File: src/rtl/fir_pkg.sv
// Shared widths, rounding/saturation constants and the coefficient-bank type
// for the decimate-by-4 time-shared FIR.
package fir_pkg;

    localparam int DEF_FILTERBITWIDTH = 18;
    localparam int DEF_COEBITWIDTH    = 16;
    localparam int DEF_NTAPS          = 16;

    localparam int ACCBITWIDTH = DEF_FILTERBITWIDTH + DEF_COEBITWIDTH + $clog2(DEF_NTAPS);
    localparam int CNT_W       = 2;
    localparam int ADDR_W      = $clog2(DEF_NTAPS);

    localparam int     RND_SHIFT = DEF_COEBITWIDTH - 1;
    localparam longint RND_HALF  = 64'sd1 <<< (DEF_COEBITWIDTH - 2);
    localparam int     SAT_MAX   = (2 ** (DEF_FILTERBITWIDTH - 1)) - 1;
    localparam int     SAT_MIN   = -(2 ** (DEF_FILTERBITWIDTH - 1));

    localparam logic [CNT_W-1:0] PHASE_LAST = 2'd3;

    typedef logic signed [DEF_COEBITWIDTH-1:0] coef_arr_t [DEF_NTAPS];

endpackage

File: src/rtl/fir_round_sat.sv
// Round-half-up, arithmetic shift and saturation of the wide accumulator
// down to the output sample width, with an overflow flag.
module fir_round_sat #(
    parameter int IN_W  = 38,
    parameter int OUT_W = 18,
    parameter int SHIFT = 15
) (
    input  logic signed [IN_W-1:0]  i_acc,
    output logic signed [OUT_W-1:0] o_y,
    output logic                    o_ovf
);

    localparam int Y_W = IN_W + 1 - SHIFT;

    // One guard bit on top keeps the +half from wrapping at the positive limit.
    function automatic logic signed [Y_W-1:0] round_shift(input logic signed [IN_W-1:0] a);
        logic signed [IN_W:0] t;
        t = $signed({a[IN_W-1], a}) +
            $signed({{(IN_W + 1 - SHIFT){1'b0}}, 1'b1, {(SHIFT - 1){1'b0}}});
        return t[IN_W:SHIFT];
    endfunction

    function automatic logic [OUT_W:0] saturate(input logic signed [Y_W-1:0] y);
        logic fits;
        fits = (y[Y_W-1:OUT_W-1] == {(Y_W - OUT_W + 1){y[Y_W-1]}});
        if (fits)
            return {1'b0, y[OUT_W-1:0]};
        else if (y[Y_W-1])
            return {1'b1, 1'b1, {(OUT_W - 1){1'b0}}};
        else
            return {1'b1, 1'b0, {(OUT_W - 1){1'b1}}};
    endfunction

    logic signed [Y_W-1:0] w_y;
    logic [OUT_W:0]        w_sat;

    assign w_y   = round_shift(i_acc);
    assign w_sat = saturate(w_y);
    assign o_y   = $signed(w_sat[OUT_W-1:0]);
    assign o_ovf = w_sat[OUT_W];

endmodule

File: src/rtl/fir_decim4_mac.sv
// Decimate-by-4 FIR: snapshot every 4th sample, four MAC groups over four
// clocks, rounded/saturated output 6 clocks after the snapshot.
module fir_decim4_mac
    import fir_pkg::*;
#(
    parameter int FILTERBITWIDTH = DEF_FILTERBITWIDTH,
    parameter int COEBITWIDTH    = DEF_COEBITWIDTH,
    parameter int NTAPS          = DEF_NTAPS
) (
    input  logic                             clk,
    input  logic                             rst_param,
    input  logic                             rst,
    input  logic signed [FILTERBITWIDTH-1:0] data_in,
    input  logic                             coe_indicator,
    input  logic [$clog2(NTAPS)-1:0]         coe_addr,
    input  logic signed [COEBITWIDTH-1:0]    coe_param,
    input  logic                             config_sync,
    output logic signed [FILTERBITWIDTH-1:0] data_out,
    output logic                             data_valid,
    output logic                             overflow_reg
);

    localparam int TAPS_PER_CYC = NTAPS / 4;
    localparam int ACC_W        = FILTERBITWIDTH + COEBITWIDTH + $clog2(NTAPS);
    localparam int PROD_W       = FILTERBITWIDTH + COEBITWIDTH;
    localparam int A_W          = $clog2(NTAPS);

    logic signed [COEBITWIDTH-1:0]    r_shadow [NTAPS];
    logic signed [COEBITWIDTH-1:0]    r_active [NTAPS];

    logic signed [FILTERBITWIDTH-1:0] r_x      [NTAPS-1];
    logic signed [FILTERBITWIDTH-1:0] r_snap   [NTAPS];
    logic [CNT_W-1:0]                 r_cnt;
    logic [CNT_W-1:0]                 r_grp;
    logic                             r_vld_p0;

    logic signed [PROD_W-1:0]         r_prod_p1 [TAPS_PER_CYC];
    logic                             r_vld_p1;
    logic                             r_first_p1;
    logic                             r_last_p1;

    logic signed [ACC_W-1:0]          r_acc_p2;
    logic                             r_vld_p2;

    logic signed [FILTERBITWIDTH-1:0] r_data_out;
    logic                             r_data_valid;
    logic                             r_overflow;

    logic [A_W-1:0]                   w_idx  [TAPS_PER_CYC];
    logic signed [PROD_W-1:0]         w_prod [TAPS_PER_CYC];
    logic signed [ACC_W-1:0]          w_sum;
    logic signed [FILTERBITWIDTH-1:0] w_y;
    logic                             w_ovf;

    // Writes only ever touch the shadow bank; a same-edge sync copies the pre-write shadow.
    always_ff @(posedge clk or negedge rst_param) begin
        if (!rst_param) begin
            for (int i = 0; i < NTAPS; i++) begin
                r_shadow[i] <= '0;
                r_active[i] <= '0;
            end
        end else begin
            if (coe_indicator)
                r_shadow[coe_addr] <= coe_param;
            if (config_sync)
                r_active <= r_shadow;
        end
    end

    // ---- stage p0 -> p1: one group of TAPS_PER_CYC products from the snapshot
    always_comb begin
        for (int j = 0; j < TAPS_PER_CYC; j++) begin
            w_idx[j]  = A_W'(int'(r_grp) * TAPS_PER_CYC + j);
            w_prod[j] = PROD_W'(r_snap[w_idx[j]]) * PROD_W'(r_active[w_idx[j]]);
        end
    end

    // ---- stage p1 -> p2: sign-extended sum of the registered products
    always_comb begin
        w_sum = '0;
        for (int j = 0; j < TAPS_PER_CYC; j++)
            w_sum = w_sum + ACC_W'(r_prod_p1[j]);
    end

    // ---- stage p2 -> out: round and saturate the finished accumulation
    fir_round_sat #(
        .IN_W  (ACC_W),
        .OUT_W (FILTERBITWIDTH),
        .SHIFT (COEBITWIDTH - 1)
    ) u_round_sat (
        .i_acc (r_acc_p2),
        .o_y   (w_y),
        .o_ovf (w_ovf)
    );

    always_ff @(posedge clk or negedge rst) begin
        if (!rst) begin
            for (int i = 0; i < NTAPS - 1; i++)
                r_x[i] <= '0;
            for (int i = 0; i < NTAPS; i++)
                r_snap[i] <= '0;
            for (int j = 0; j < TAPS_PER_CYC; j++)
                r_prod_p1[j] <= '0;
            r_cnt        <= '0;
            r_grp        <= '0;
            r_vld_p0     <= 1'b0;
            r_vld_p1     <= 1'b0;
            r_first_p1   <= 1'b0;
            r_last_p1    <= 1'b0;
            r_acc_p2     <= '0;
            r_vld_p2     <= 1'b0;
            r_data_out   <= '0;
            r_data_valid <= 1'b0;
            r_overflow   <= 1'b0;
        end else begin
            r_x[0] <= data_in;
            for (int i = 1; i < NTAPS - 1; i++)
                r_x[i] <= r_x[i-1];
            r_data_valid <= 1'b0;

            if (config_sync) begin
                // Realign phase and drop everything in flight; the delay line survives.
                r_cnt    <= '0;
                r_grp    <= '0;
                r_vld_p0 <= 1'b0;
                r_vld_p1 <= 1'b0;
                r_vld_p2 <= 1'b0;
                r_acc_p2 <= '0;
            end else begin
                r_cnt <= r_cnt + CNT_W'(1);

                r_vld_p1   <= r_vld_p0;
                r_first_p1 <= (r_grp == '0);
                r_last_p1  <= (r_grp == PHASE_LAST);
                if (r_vld_p0) begin
                    r_prod_p1 <= w_prod;
                    r_grp     <= r_grp + CNT_W'(1);
                    if (r_grp == PHASE_LAST)
                        r_vld_p0 <= 1'b0;
                end

                // A new snapshot lands on the same edge the previous group 3 is taken.
                if (r_cnt == PHASE_LAST) begin
                    r_snap[0] <= data_in;
                    for (int i = 1; i < NTAPS; i++)
                        r_snap[i] <= r_x[i-1];
                    r_grp    <= '0;
                    r_vld_p0 <= 1'b1;
                end

                if (r_vld_p1)
                    r_acc_p2 <= r_first_p1 ? w_sum : r_acc_p2 + w_sum;
                r_vld_p2 <= r_vld_p1 && r_last_p1;

                if (r_vld_p2) begin
                    r_data_out   <= w_y;
                    r_overflow   <= w_ovf;
                    r_data_valid <= 1'b1;
                end
            end
        end
    end

    assign data_out     = r_data_out;
    assign data_valid   = r_data_valid;
    assign overflow_reg = r_overflow;

endmodule

File: config.mk
export PLATFORM = sky130hd
export DESIGN_NAME = fir_decim4_mac
export DESIGN_NICKNAME = d
export VERILOG_FILES = /design/src/rtl/fir_pkg.sv /design/src/rtl/fir_round_sat.sv /design/src/rtl/fir_decim4_mac.sv
export SDC_FILE = /design/constraint.sdc
export NUM_CORES = 2
export LEC_CHECK = 0
export BUFFER_PORTS_ARGS = -buffer_cell sky130_fd_sc_hd__buf_2
export CAP_MARGIN = 20
export CORE_UTILIZATION = 45
export DETAILED_ROUTE_END_ITERATION = 8
export PLACE_DENSITY_LB_ADDON = 0.15
export REMOVE_ABC_BUFFERS = 1
export SLEW_MARGIN = 30
export SYNTH_ARGS = -nofsm -noshare
export SYNTH_HDL_FRONTEND = slang
export SYNTH_SLANG_ARGS = --single-unit
File: constraint.sdc
create_clock -name clk -period 9.6 [get_ports clk]
set_clock_uncertainty 0.05 [all_clocks]
set_input_delay 0.96 -clock clk [delete_from_list [all_inputs] [get_ports clk]]
set_output_delay 0.96 -clock clk [all_outputs]
set_load 0.02 [all_outputs]
# Yosys cells after proc, flatten, opt, wreduce, memory -nomap -nowiden
# Index checks and enable logic that the tools add are counted.
dict set report classes {
  n_lt_le_gt_ge 6
  n_bitwise 6
  n_eq_ne 3
  n_mux 44
  n_mul 4
  n_addsub 10
  n_reduce_logical 8
}
# cell n
set op_table {}
lappend op_table {{18-bit binary-select mux with 4-bit select} 4}
lappend op_table {{16-bit binary-select mux with 4-bit select} 4}
lappend op_table {{256-bit bitwise mux} 1}
lappend op_table {{18-bit two-way mux} 9}
lappend op_table {{16-bit two-way mux} 9}
lappend op_table {{18-bit by 16-bit multiplier with 34-bit output} 4}
lappend op_table {{38-bit two-way mux} 3}
lappend op_table {{16-bit demux with 4-bit select} 1}
lappend op_table {{38-bit by 16-bit adder with 39-bit output (second input constant)} 1}
lappend op_table {{38-bit by 37-bit adder with 38-bit output} 1}
lappend op_table {{36-bit by 34-bit adder with 37-bit output} 1}
lappend op_table {{35-bit by 34-bit adder with 36-bit output} 1}
lappend op_table {{34-bit by 34-bit adder with 35-bit output} 1}
lappend op_table {{5-bit >= comparator (second input constant)} 5}
lappend op_table {{4-bit inverter with 5-bit output} 5}
lappend op_table {{19-bit two-way mux} 1}
lappend op_table {{4-bit by 2-bit adder with 4-bit output (second input constant)} 2}
lappend op_table {{1-bit two-way mux} 8}
lappend op_table {{2-bit two-way mux} 4}
lappend op_table {{6-bit == test} 1}
lappend op_table {{2-bit AND reduction} 3}
lappend op_table {{5-bit by 1-bit less-than comparator with 1-bit output (second input constant)} 1}
lappend op_table {{2-bit by 1-bit adder with 2-bit output (second input constant)} 2}
lappend op_table {{4-bit by 1-bit adder with 4-bit output (second input constant)} 1}
lappend op_table {{6 further kinds} 8}
dict set report totals {
  elab_cells 159
  regBits 1273
  in_bits 43
  output_inout_bits 20
}

# Depth between registers and ports, before layout
dict set report depth {
  depth_word 7
  ltp_mapped 31
  mapped_depth_nobuf 26
}

# Hierarchy
# From an unflattened synthesis, not the netlist that was laid out.
dict set report hier_totals {
  hier_cells 8855
  area_unflattened_um2 97177.0
}
# mod cells_per_inst instances area_each_um2 seq_area_each_um2
set modules_own_cells {}
lappend modules_own_cells {fir_decim4_mac 8739 1 96314.9 31855.6}
lappend modules_own_cells {fir_round_sat 116 1 862.1 0.0}

# Worst setup path before layout
# No wires, ideal clock.
dict set report synth_path {
  path_kind {reg2reg}
  from {register r_grp[0]}
  to {register r_prod_p1[67] in the netlist's numbering}
  path_stages_with_launch 29
  t_arrival_ns 7.670
  setup_time_ns 0.129
  path_buffers 5
  required_time_ns 9.421
  period_less_slack_ns 7.849
  slack_ns 1.751
  cell_sequence {dfrtp_1 > clkbuf_1 > buf_2 > buf_1 > clkbuf_1 > clkbuf_1 > nand2_1 > o21ai_1 > nor2_1 > fa_1 > inv_1 > fa_1 > inv_1 > fa_1 > inv_1 > fa_1 > fa_1 > fa_1 > inv_1 > ha_1 > and3_1 > and3_1 > a211oi_1 > o22ai_1 > a2111oi_2 > nor3_1 > o31a_1 > o2111ai_1 > nand3b_1}
}
dict set report synth_via {
  elab_chain_len 6
  word_cells_on_any_way 9
}
# element line
set synth_rtl {}
lappend synth_rtl {{from (decl)} fir_decim4_mac.sv:34} ;# logic [CNT_W-1:0] r_grp;
lappend synth_rtl {{from (signal assigned)} fir_decim4_mac.sv:137} ;# r_grp <= r_grp + CNT_W'(1);
lappend synth_rtl {{4-bit by 2-bit adder with 4-bit output (*)} fir_decim4_mac.sv:73} ;# w_idx[j] = A_W'(int'(r_grp) * TAPS_PER_CYC + j);
lappend synth_rtl {{4-bit inverter with 5-bit output (implied by the code) (*)} fir_decim4_mac.sv:74} ;# w_prod[j] = PROD_W'(r_snap[w_idx[j]]) * PROD_W'(r_active[w_idx[j]]);
lappend synth_rtl {{18-bit binary-select mux with 4-bit select or 16-bit binary-select mux with 4-bit select (tied branches)} fir_decim4_mac.sv:74}
lappend synth_rtl {{18-bit two-way mux (implied by the code) or 16-bit two-way mux (tied branches) (2 in series)} fir_decim4_mac.sv:74}
lappend synth_rtl {{18-bit by 16-bit multiplier with 34-bit output (*)} fir_decim4_mac.sv:74}
lappend synth_rtl {{to (signal assigned)} fir_decim4_mac.sv:136} ;# r_prod_p1 <= w_prod;
lappend synth_rtl {{to (decl)} fir_decim4_mac.sv:37} ;# logic signed [PROD_W-1:0] r_prod_p1 [TAPS_PER_CYC];
# Every way passes the cells marked *; elsewhere a longest branch is shown, timed or not. The select of a mux whose other input is x is not followed.
# A chain may end at the register's enable or synchronous reset.

# Worst setup path in the final report
dict set report layout_path {
  from {register r_grp[1]}
  to {register r_prod_p1[67] in the netlist's numbering}
}
# Same word-level chain as after synthesis.

==> flow_summary_export.csv <==
group,metric,value,unit
layout,syn_to_final_growth,9.36,%
yosys,synthTopCellsByArea,"dfrtp_1, fa_1, mux2_2",
routing,drcViolationCount,0,
layout,fill_cells,19485,
layout,fin_nets,10603,
setup_path,reg2reg_to,"r_prod_p1[67]",
setup_path,path_class,"reg -> reg",
layout,final_cell_mix,"inv_1, dfrtp_1, fa_1",
yosys,syn_inst,8893,
timing,setup_viol,0,
timing,fin_crit,8.58,ns
timing,tightest_slew,1.06,ns
yosys,synth_seq_cells,1273,
floorplan,ioPinCount,63,
layout,reg_top3,"r_snap: 288 flops, r_x: 270 flops",
global_routing,antenna_found_initial,8,
clock_network,cts.sinks,1273,
yosys,yosys_most_used_dff,"dfrtp_1",
global_routing,overflow,0,
layout,regArea,31900,sq um
clock_network,root_buffer,"clkbuf_16",
clock_network,ctsHoldBuffers,0,
global_routing,grt_use_total,0.259,
routing,via_count,63885,
routing,initialDrtViolationCount,4466,
clock_network,clock_path_buffers,3,
global_routing,grt_max_degree,166,
timing,setup_tns,0,ns
clock_network,htree_levels,4,
floorplan,fp.dieW,466,um
placement,dp_hpwl,209,mm
floorplan,die_area,217000,sq um
clock_network,clk_latency,0.83,ns
setup_path,crit_path_end_kind,"register",
setup_path,rr_startpoint,"r_grp[1]",
global_routing,grt_pass1_vias,68714,
timing,min_period_over_period,0.894,
setup_path,worstPathRequired,10.19,ns
yosys,synth_sequential_area_ratio,0.328,
layout,final_common_cell,"inv_1",
yosys,ys_warn_count,0,
layout,largest_reg_flops,288,
clock_network,cts_tree,"yes",
timing,slew_viol_final,0,
yosys,ys_types,87,
clock_network,postCtsSetupRepairBufs,0,
routing,wl_per_cell,22.9,um
yosys,avgSynthCellArea,10.9,sq um
worst_hold_path,min_path_type,"in -> async",
clock_network,cts_made_buffers,144,
routing,firstDrtPassIters,5,
floorplan,initial_core_util,0.453,
timing,finalHoldViolations,0,
job,maxCapViolations,0,
routing,via_per_inst,5.38,
floorplan,rows,170,
layout,drive_gt1_frac,0.162,
timing,fmax,0.117,GHz
yosys,async_reset_ff_frac,1.00,
layout,regMostFlops,"r_snap",
routing,postRouteAntennaNets,0,
clock_network,cts_resized,0,
layout,multiInputGateArea,58200,sq um
routing,wl,272,mm
setup_path,reg2reg_depth,24,
clock_network,clkTransAtPathRegs,0.06,ns
setup_path,r2r_slack,1.02,ns
global_routing,grt_pass1_wl,424,mm
timing,max_slew_margin,0.290,
floorplan,die-height,466,um
setup_path,worstPathMaxFanout,58,
setup_path,crit_path_start_kind,"register",
floorplan,core_area,214000,sq um
timing,timing.hold.ws,0.0629,ns
yosys,synth_top_area_cell,"dfrtp_1",
yosys,synth_edf_count,0,
setup_path,critPathArrivalTime,9.17,ns
placement,gp_congestion,0.916,
outcome,status,"completed",
yosys,netlist.area_leader.share,0.328,
timing,rsz0062_at_grt,"false",
yosys,syn-cell-area,97000,sq um
placement,portBuffers,62,
final cells by class:
cell class	instances	area share
diodes	8	0.000189
flip-flops and latches	1273	0.300
well taps	2838	0.0335
repair buffers	209	0.0154
inverters	1522	0.0538
multi-input cells	5758	0.549
clock inverters	53	0.00906
clock buffers	208	0.0389
cells in the mapped netlist (44+ instances only):
cell type	number
xor2_1	73
nor2b_1	53
mux2i_1	111
o31ai_1	44
nor2_1	597
dfrtp_1	1273
inv_1	1521
mux2_2	906
o21a_1	113
nand2_1	857
ha_1	422
nand3_1	58
a21oi_1	157
fa_1	1230
nand2b_1	66
and2_1	106
o21ai_1	85
a21o_1	72
clkbuf_1	281
o21ai_0	217
xnor2_1	127
nor3_1	44
through the flow:
| stage | util | worst slack (ns) | std cells | cell area [sq um] |
|---|---|---|---|---|
| after detailed placement | 0.471 | 1.10 | 11598 | 101000 |
| after floorplan | - | -5.74 | 8553 | 95700 |
| after global routing | 0.495 | 0.514 | 11863 | 106000 |
| after CTS | 0.494 | 1.03 | 11859 | 106000 |
| final | 0.495 | 1.02 | 11869 | 106000 |
| after global placement | 0.471 | 1.03 | 11596 | 101000 |
worst max-delay path, stage by stage, from the launching register on:
cell	delay (ns)
dfrtp_4	0.69
buf_12	0.45
buf_4	0.36
mux2_2	0.39
o21a_1	0.33
nand2_1	0.18
inv_1	0.10
fa_1	0.79
fa_1	0.51
fa_1	0.51
fa_1	0.52
fa_1	0.49
inv_1	0.05
fa_1	0.56
inv_1	0.07
ha_1	0.36
o21a_1	0.24
a22o_1	0.21
nor2_1	0.15
o21ai_0	0.15
a2111oi_2	0.41
nor3_1	0.16
o31a_1	0.34
o2111ai_1	0.19
nand3b_1	0.10
routing by layer:
metal / up-vias / global-route usage / share of wire
met1: 33669 / 0.361 / 0.45
met3: 351 / 0.0378 / 0.051
met2: 1582 / 0.416 / 0.47
met4: 6 / 0.0811 / 0.034
met5: - / 0 / 0.00015
li1: 28277 / - / -
logic make-up (layout without fill, tap and decap cells):
logic type,after synthesis,in the layout,share of synthesized area
AND/OR/NAND/NOR,1946,1946,0.0880
buffers and inverters,1862,1992,0.0723
adder cells (fa/ha/maj),1652,1652,0.308
flip-flops,1273,1273,0.328
multiplexers,1053,1053,0.125
AO/OA/AOI/OAI,907,907,0.0602
XOR/XNOR,200,200,0.0181
other,0,8,0
worst max-delay path by stage:
stage	start	to	slack, ns	cells past startpoint
2_1_floorplan	config_sync	r_snap[0]	-5.74	2
3_3_place_gp	r_grp[1]	r_prod_p1[100]	1.03	23
3_5_place_dp	r_grp[1]	r_prod_p1[67]	1.10	26
4_1_cts	r_grp[1]	r_prod_p1[67]	1.03	26
5_1_grt	r_grp[1]	r_prod_p1[67]	0.51	26
6_report	r_grp[1]	r_prod_p1[67]	1.02	24
Power is not shown: default switching activity piles up to over one toggle a cycle in this logic, so the estimate is an artifact.
